[src/rtl/sim_time_stamper.sv]
// rtl/sim_time_stamper.sv - free-running ns/10ps time counter with a single-entry snapshot response buffer
// Time advances by PERIOD_STEPS precision steps per enabled cycle and is never stalled by the handshake.
module sim_time_stamper #(
  parameter int STEPS_PER_NS = 100,
  parameter int PERIOD_STEPS = 1000,
  parameter int NS_W         = 48,
  parameter int FRAC_W       = 7
) (
  input  logic              clk,
  input  logic              rst_n,
  input  logic              en,
  input  logic              clear,
  input  logic              req_valid,
  output logic              req_ready,
  output logic              rsp_valid,
  input  logic              rsp_ready,
  output logic [NS_W-1:0]   rsp_ns,
  output logic [FRAC_W-1:0] rsp_frac,
  output logic              rsp_ovf
);

  localparam int INC_NS = PERIOD_STEPS / STEPS_PER_NS;
  localparam int INC_FR = PERIOD_STEPS % STEPS_PER_NS;

  localparam logic [FRAC_W:0] C_INC_FR = (FRAC_W+1)'(INC_FR);
  localparam logic [FRAC_W:0] C_STEPS  = (FRAC_W+1)'(STEPS_PER_NS);
  localparam logic [NS_W:0]   C_INC_NS = (NS_W+1)'(INC_NS);

  logic [NS_W-1:0]   r_ns;
  logic [FRAC_W-1:0] r_frac;
  logic              r_ovf;

  logic              r_rsp_valid;
  logic [NS_W-1:0]   r_rsp_ns;
  logic [FRAC_W-1:0] r_rsp_frac;
  logic              r_rsp_ovf;

  logic [FRAC_W:0]   w_frac_sum;
  logic              w_carry;
  logic [FRAC_W-1:0] w_frac_nxt;
  logic [NS_W:0]     w_ns_sum;
  logic              w_accept;

  // Fraction sum is one bit wider so the carry compare cannot alias.
  assign w_frac_sum = {1'b0, r_frac} + C_INC_FR;
  assign w_carry    = (w_frac_sum >= C_STEPS);
  assign w_frac_nxt = w_carry ? FRAC_W'(w_frac_sum - C_STEPS) : FRAC_W'(w_frac_sum);
  assign w_ns_sum   = {1'b0, r_ns} + C_INC_NS + {{NS_W{1'b0}}, w_carry};

  assign w_accept   = req_valid && !r_rsp_valid;

  always_ff @(posedge clk or negedge rst_n) begin
    if (!rst_n) begin
      r_ns   <= '0;
      r_frac <= '0;
      r_ovf  <= 1'b0;
    end else if (clear) begin
      r_ns   <= '0;
      r_frac <= '0;
      r_ovf  <= 1'b0;
    end else if (en) begin
      r_ns   <= w_ns_sum[NS_W-1:0];
      r_frac <= w_frac_nxt;
      r_ovf  <= r_ovf | w_ns_sum[NS_W];
    end
  end

  // Snapshot takes the pre-update counter, so a same-cycle clear still reports the old time.
  always_ff @(posedge clk or negedge rst_n) begin
    if (!rst_n) begin
      r_rsp_valid <= 1'b0;
      r_rsp_ns    <= '0;
      r_rsp_frac  <= '0;
      r_rsp_ovf   <= 1'b0;
    end else if (w_accept) begin
      r_rsp_valid <= 1'b1;
      r_rsp_ns    <= r_ns;
      r_rsp_frac  <= r_frac;
      r_rsp_ovf   <= r_ovf;
    end else if (r_rsp_valid && rsp_ready) begin
      r_rsp_valid <= 1'b0;
    end
  end

  assign req_ready = !r_rsp_valid;
  assign rsp_valid = r_rsp_valid;
  assign rsp_ns    = r_rsp_ns;
  assign rsp_frac  = r_rsp_frac;
  assign rsp_ovf   = r_rsp_ovf;

endmodule

[config.mk]
export PLATFORM = sky130hd
export DESIGN_NAME = sim_time_stamper
export DESIGN_NICKNAME = d
export VERILOG_FILES = /design/src/rtl/sim_time_stamper.sv
export SDC_FILE = /design/constraint.sdc
export NUM_CORES = 1
export LEC_CHECK = 0
export BUFFER_PORTS_ARGS = -buffer_cell sky130_fd_sc_hd__buf_2
export CAP_MARGIN = 20
export CORE_AREA = 2 2 114 116
export DETAILED_ROUTE_END_ITERATION = 16
export DIE_AREA = 0 0 116 118
export PLACE_DENSITY = 0.58
export SLEW_MARGIN = 20
export SYNTH_ARGS = -nofsm -noshare
export SYNTH_HDL_FRONTEND = slang
export SYNTH_SLANG_ARGS = --single-unit
[constraint.sdc]
create_clock -name clk -period 7 [get_ports clk]
set_input_delay 1.4 -clock clk [delete_from_list [all_inputs] [get_ports clk]]
set_output_delay 1.4 -clock clk [all_outputs]
set_load 0.03 [all_outputs]
==> run_results.csv <==
group,metric,value,unit
logic_synthesis,yosysSeqAreaShare,55.6,%
clock_tree,cts_buffers,9,
floorplan,die_y,118,µm
place,dp_hpwl,6580,µm
sta,fmax,0.293,GHz
min_path,hold_depth,2,
setup_path,startpoint,"clear",
logic_synthesis,yosysMostFrequentCell,"dfrtp_1",
logic_synthesis,yosys-top-cells-area,"dfrtp_1, mux2_2, xnor2_1",
place,gp_congestion,0.774,
logic_synthesis,synth.distinct_cells,46,
detailed_routing,via_per_inst,5.08,
clock_tree,cts.sinks,109,
setup_path,crit_slowest_cell,"or4_1",
setup_path,path_cells,"buf_2 > buf_4 > o211a_1 > o21ai_0 > buf_4 > or4_1 > or3_2 > a21oi_1",
detailed_routing,vias,3418,
setup_path,reg2reg_slack,3950,ps
detailed_routing,drc,0,
pwr,power_density,213,nW/µm²
detailed_routing,ant_nets,0,
logic_synthesis,ys.flop_type,"dfrtp_1",
cells_and_area,final_nets,506,
global_route,grt_max_degree,65,
logic_synthesis,yosys_warnings,0,
cells_and_area,drive_above_1_share,26.7,%
min_path,min-delay-start,"rsp_ns[26]",
global_route,grt_antenna_before_repair,0,
cells_and_area,antennaDiodeCount,0,
clock_tree,hold_buffers,0,
floorplan,coreArea,12400,µm²
min_path,hp-class,"reg -> reg",
sta,fin_crit,3410,ps
pwr,max-vdd-ir-drop,0.0959,mV
sta,tns,0,ps
setup_path,end_kind,"flip-flop",
sta,rsz0062_at_grt,"false",
setup_path,path_common_cell,"buf_4",
cells_and_area,area_delta_synth_final,14.3,%
sta,final-hold-violation-count,0,
floorplan,io_pins,64,
sta,relSlewSlack,48.2,%
sta,fin_ws,3590,ps
logic_synthesis,postSynthAreaPerCell,11.1,µm²
logic_synthesis,async_flop_share,100,%
logic_synthesis,synth_area,4900,µm²
sta,finalMaxSlewViolations,0,
cells_and_area,final.fill_count,1220,
place,dp_worst_setup_slack,3230,ps
min_path,min_to,"rsp_ns[26]",
setup_path,cpPeakStageDelay,510,ps
clock_tree,cts_resized,0,
floorplan,initial_utilization,39.5,%
clock_tree,cts_buffer_depth,2,
setup_path,crit_type,"in -> reg",
run,maxCapViolations,0,
logic_synthesis,synth_common_cells,"dfrtp_1, mux2_2, nand2_1, nor2_1, o21ai_0",
detailed_routing,routed_wl,9760,µm
clock_tree,htree_num_levels,3,
sta,fin_skew,3.97,ps
logic_synthesis,synth_seq_cells,109,
setup_path,ff2ff_path_depth,11,
pwr,p_leak,2.63,nW
setup_path,timing.rr.start,"r_frac[3]",
sta,fin_crit_sh,48.8,%
clock_tree,clkTransAtPathRegs,70,ps
global_route,grt_pass1_vias,3382,
outcome,outcome,"completed",
clock_tree,insertion_delay,340,ps
setup_path,worstPathArrival,3680,ps
detailed_routing,first_pass_iters,4,
floorplan,rows,41,
floorplan,die_x,116,µm
setup_path,crit_required,7270,ps
global_route,grt_util_all_layers,15.3,%
place,io_buffers,61,
logic_synthesis,netlist.area_leader.share,55.6,%
sta,worst_pin_slew,777,ps
clock_tree,cts_root_buf,"clkbuf_16",
sta,finalSetupViolCount,0,
setup_path,start_kind,"input port",
setup_path,regToRegEndpoint,"r_ns[30]",
setup_path,path_max_fanout,58,
logic_synthesis,synth-edff-count,0,
detailed_routing,wire_per_inst,14.5,µm
logic_synthesis,synth_top_area_cell,"dfrtp_1",
floorplan,die_area,13700,µm²
global_route,grt_pass1_wl,16800,µm
clock_tree,cts_setup_buffers,0,
clock_tree,cts_tree,"yes",
detailed_routing,drt_iter0_markers,206,
global_route,grt-ovfl-total,0,
logic_synthesis,netlist_instances,442,
[how the worst max path moves through the flow]
stage	to	slack [ps]
finish	r_ns[27]	3590
global route	r_ns[27]	3400
CTS	r_ns[27]	3590
detailed placement	r_ns[27]	3230
global placement	r_ns[27]	3300
floorplan	r_ns[39]	4010
[per-layer routing]
metal / vias up / part of all wire (%) / GRT usage (%)
li1: 1673 / - / -
met1: 1674 / 49 / 21.7
met2: 61 / 46 / 23.2
met3: 10 / 3.4 / 2.88
met4: 0 / 1.6 / 6.10
met5: - / 0 / 0
[flip-flops by register name, summed over array words and instances (netlist names)]
name and flops:
rsp_frac 5, r_ovf 1, r_frac 5, r_ns 48, rsp_ns 48, rsp_valid 1, rsp_ovf 1
[metrics by stage]
stage          hold slack [ps]  power [mW]  util (%)  cells  instance area (µm²)
2_1_floorplan              481       0.711         -    443                 4910
4_1_cts                    480        1.22      45.2    673                 5610
3_5_place_dp               465       0.738      43.0    657                 5330
3_3_place_gp               458       0.737      43.0    657                 5330
5_1_grt                    519        1.25      45.2    673                 5610
6_report                   474        1.20      45.2    673                 5610
[cells in the final DEF, fill, tap and decap left out, drive strengths merged, types with 2 or more instances in the layout]
master / netlist / routed
and4: 5 / 5
xnor2: 19 / 19
nor2: 31 / 31
xor2: 5 / 5
nor3: 7 / 7
or4: 9 / 9
nand4b: 2 / 2
mux2i: 2 / 2
o211a: 2 / 2
clkbuf: 15 / 15
or3: 17 / 17
nand2: 34 / 34
o21ai: 32 / 32
ha: 4 / 4
o31ai: 5 / 5
o21a: 2 / 2
dfrtp: 109 / 109
nand3: 12 / 12
nand4: 11 / 11
and2: 2 / 2
nor2b: 4 / 4
a21oi: 24 / 24
conb: 1 / 2
inv: 14 / 14
nor4: 10 / 10
mux2: 46 / 46
buf: 6 / 65
[power breakdown]
group / switching [mW] / internal [mW] / leakage (nW) / total [mW]
Clock: 0.212 / 0.261 / 0.134 / 0.473
Sequential: 0.00693 / 0.638 / 1.52 / 0.645
Combinational: 0.0561 / 0.0233 / 0.983 / 0.0794
Total: 0.275 / 0.922 / 2.63 / 1.20
[worst max-delay path, delay by kind of cell]
| family | cells | cell delay, ps |
|---|---|---|
| AOI/OAI and AO/OA | 3 | 540 |
| buffers and inverters | 3 | 780 |
| and+or+nand+nor | 2 | 950 |
[cell families (layout without fill, tap and decap cells)]
family	Yosys count	count (layout)	synth area share, %
other	1	2	0.0765
buffers and inverters	37	95	3.70
AOI/OAI and AO/OA	70	70	8.14
and+or+nand+nor	149	149	16.2
muxes	48	48	11.0
xor gates and xnor gates	24	24	4.29
DFF	109	109	55.6
adders and majority gates	4	4	1.02
[final cells by class]
cell class | instances | area [µm²] | share of cell area (%)
Tap cell | 172 | 215 | 3.84
Sequential cell | 109 | 2730 | 48.6
Timing Repair Buffer | 65 | 338 | 6.03
Multi-Input combinational cell | 297 | 2000 | 35.7
Clock inverter | 1 | 5.00 | 0.0893
Inverter | 14 | 52.6 | 0.937
Clock buffer | 15 | 268 | 4.78
(Power assumes the default switching activity.)
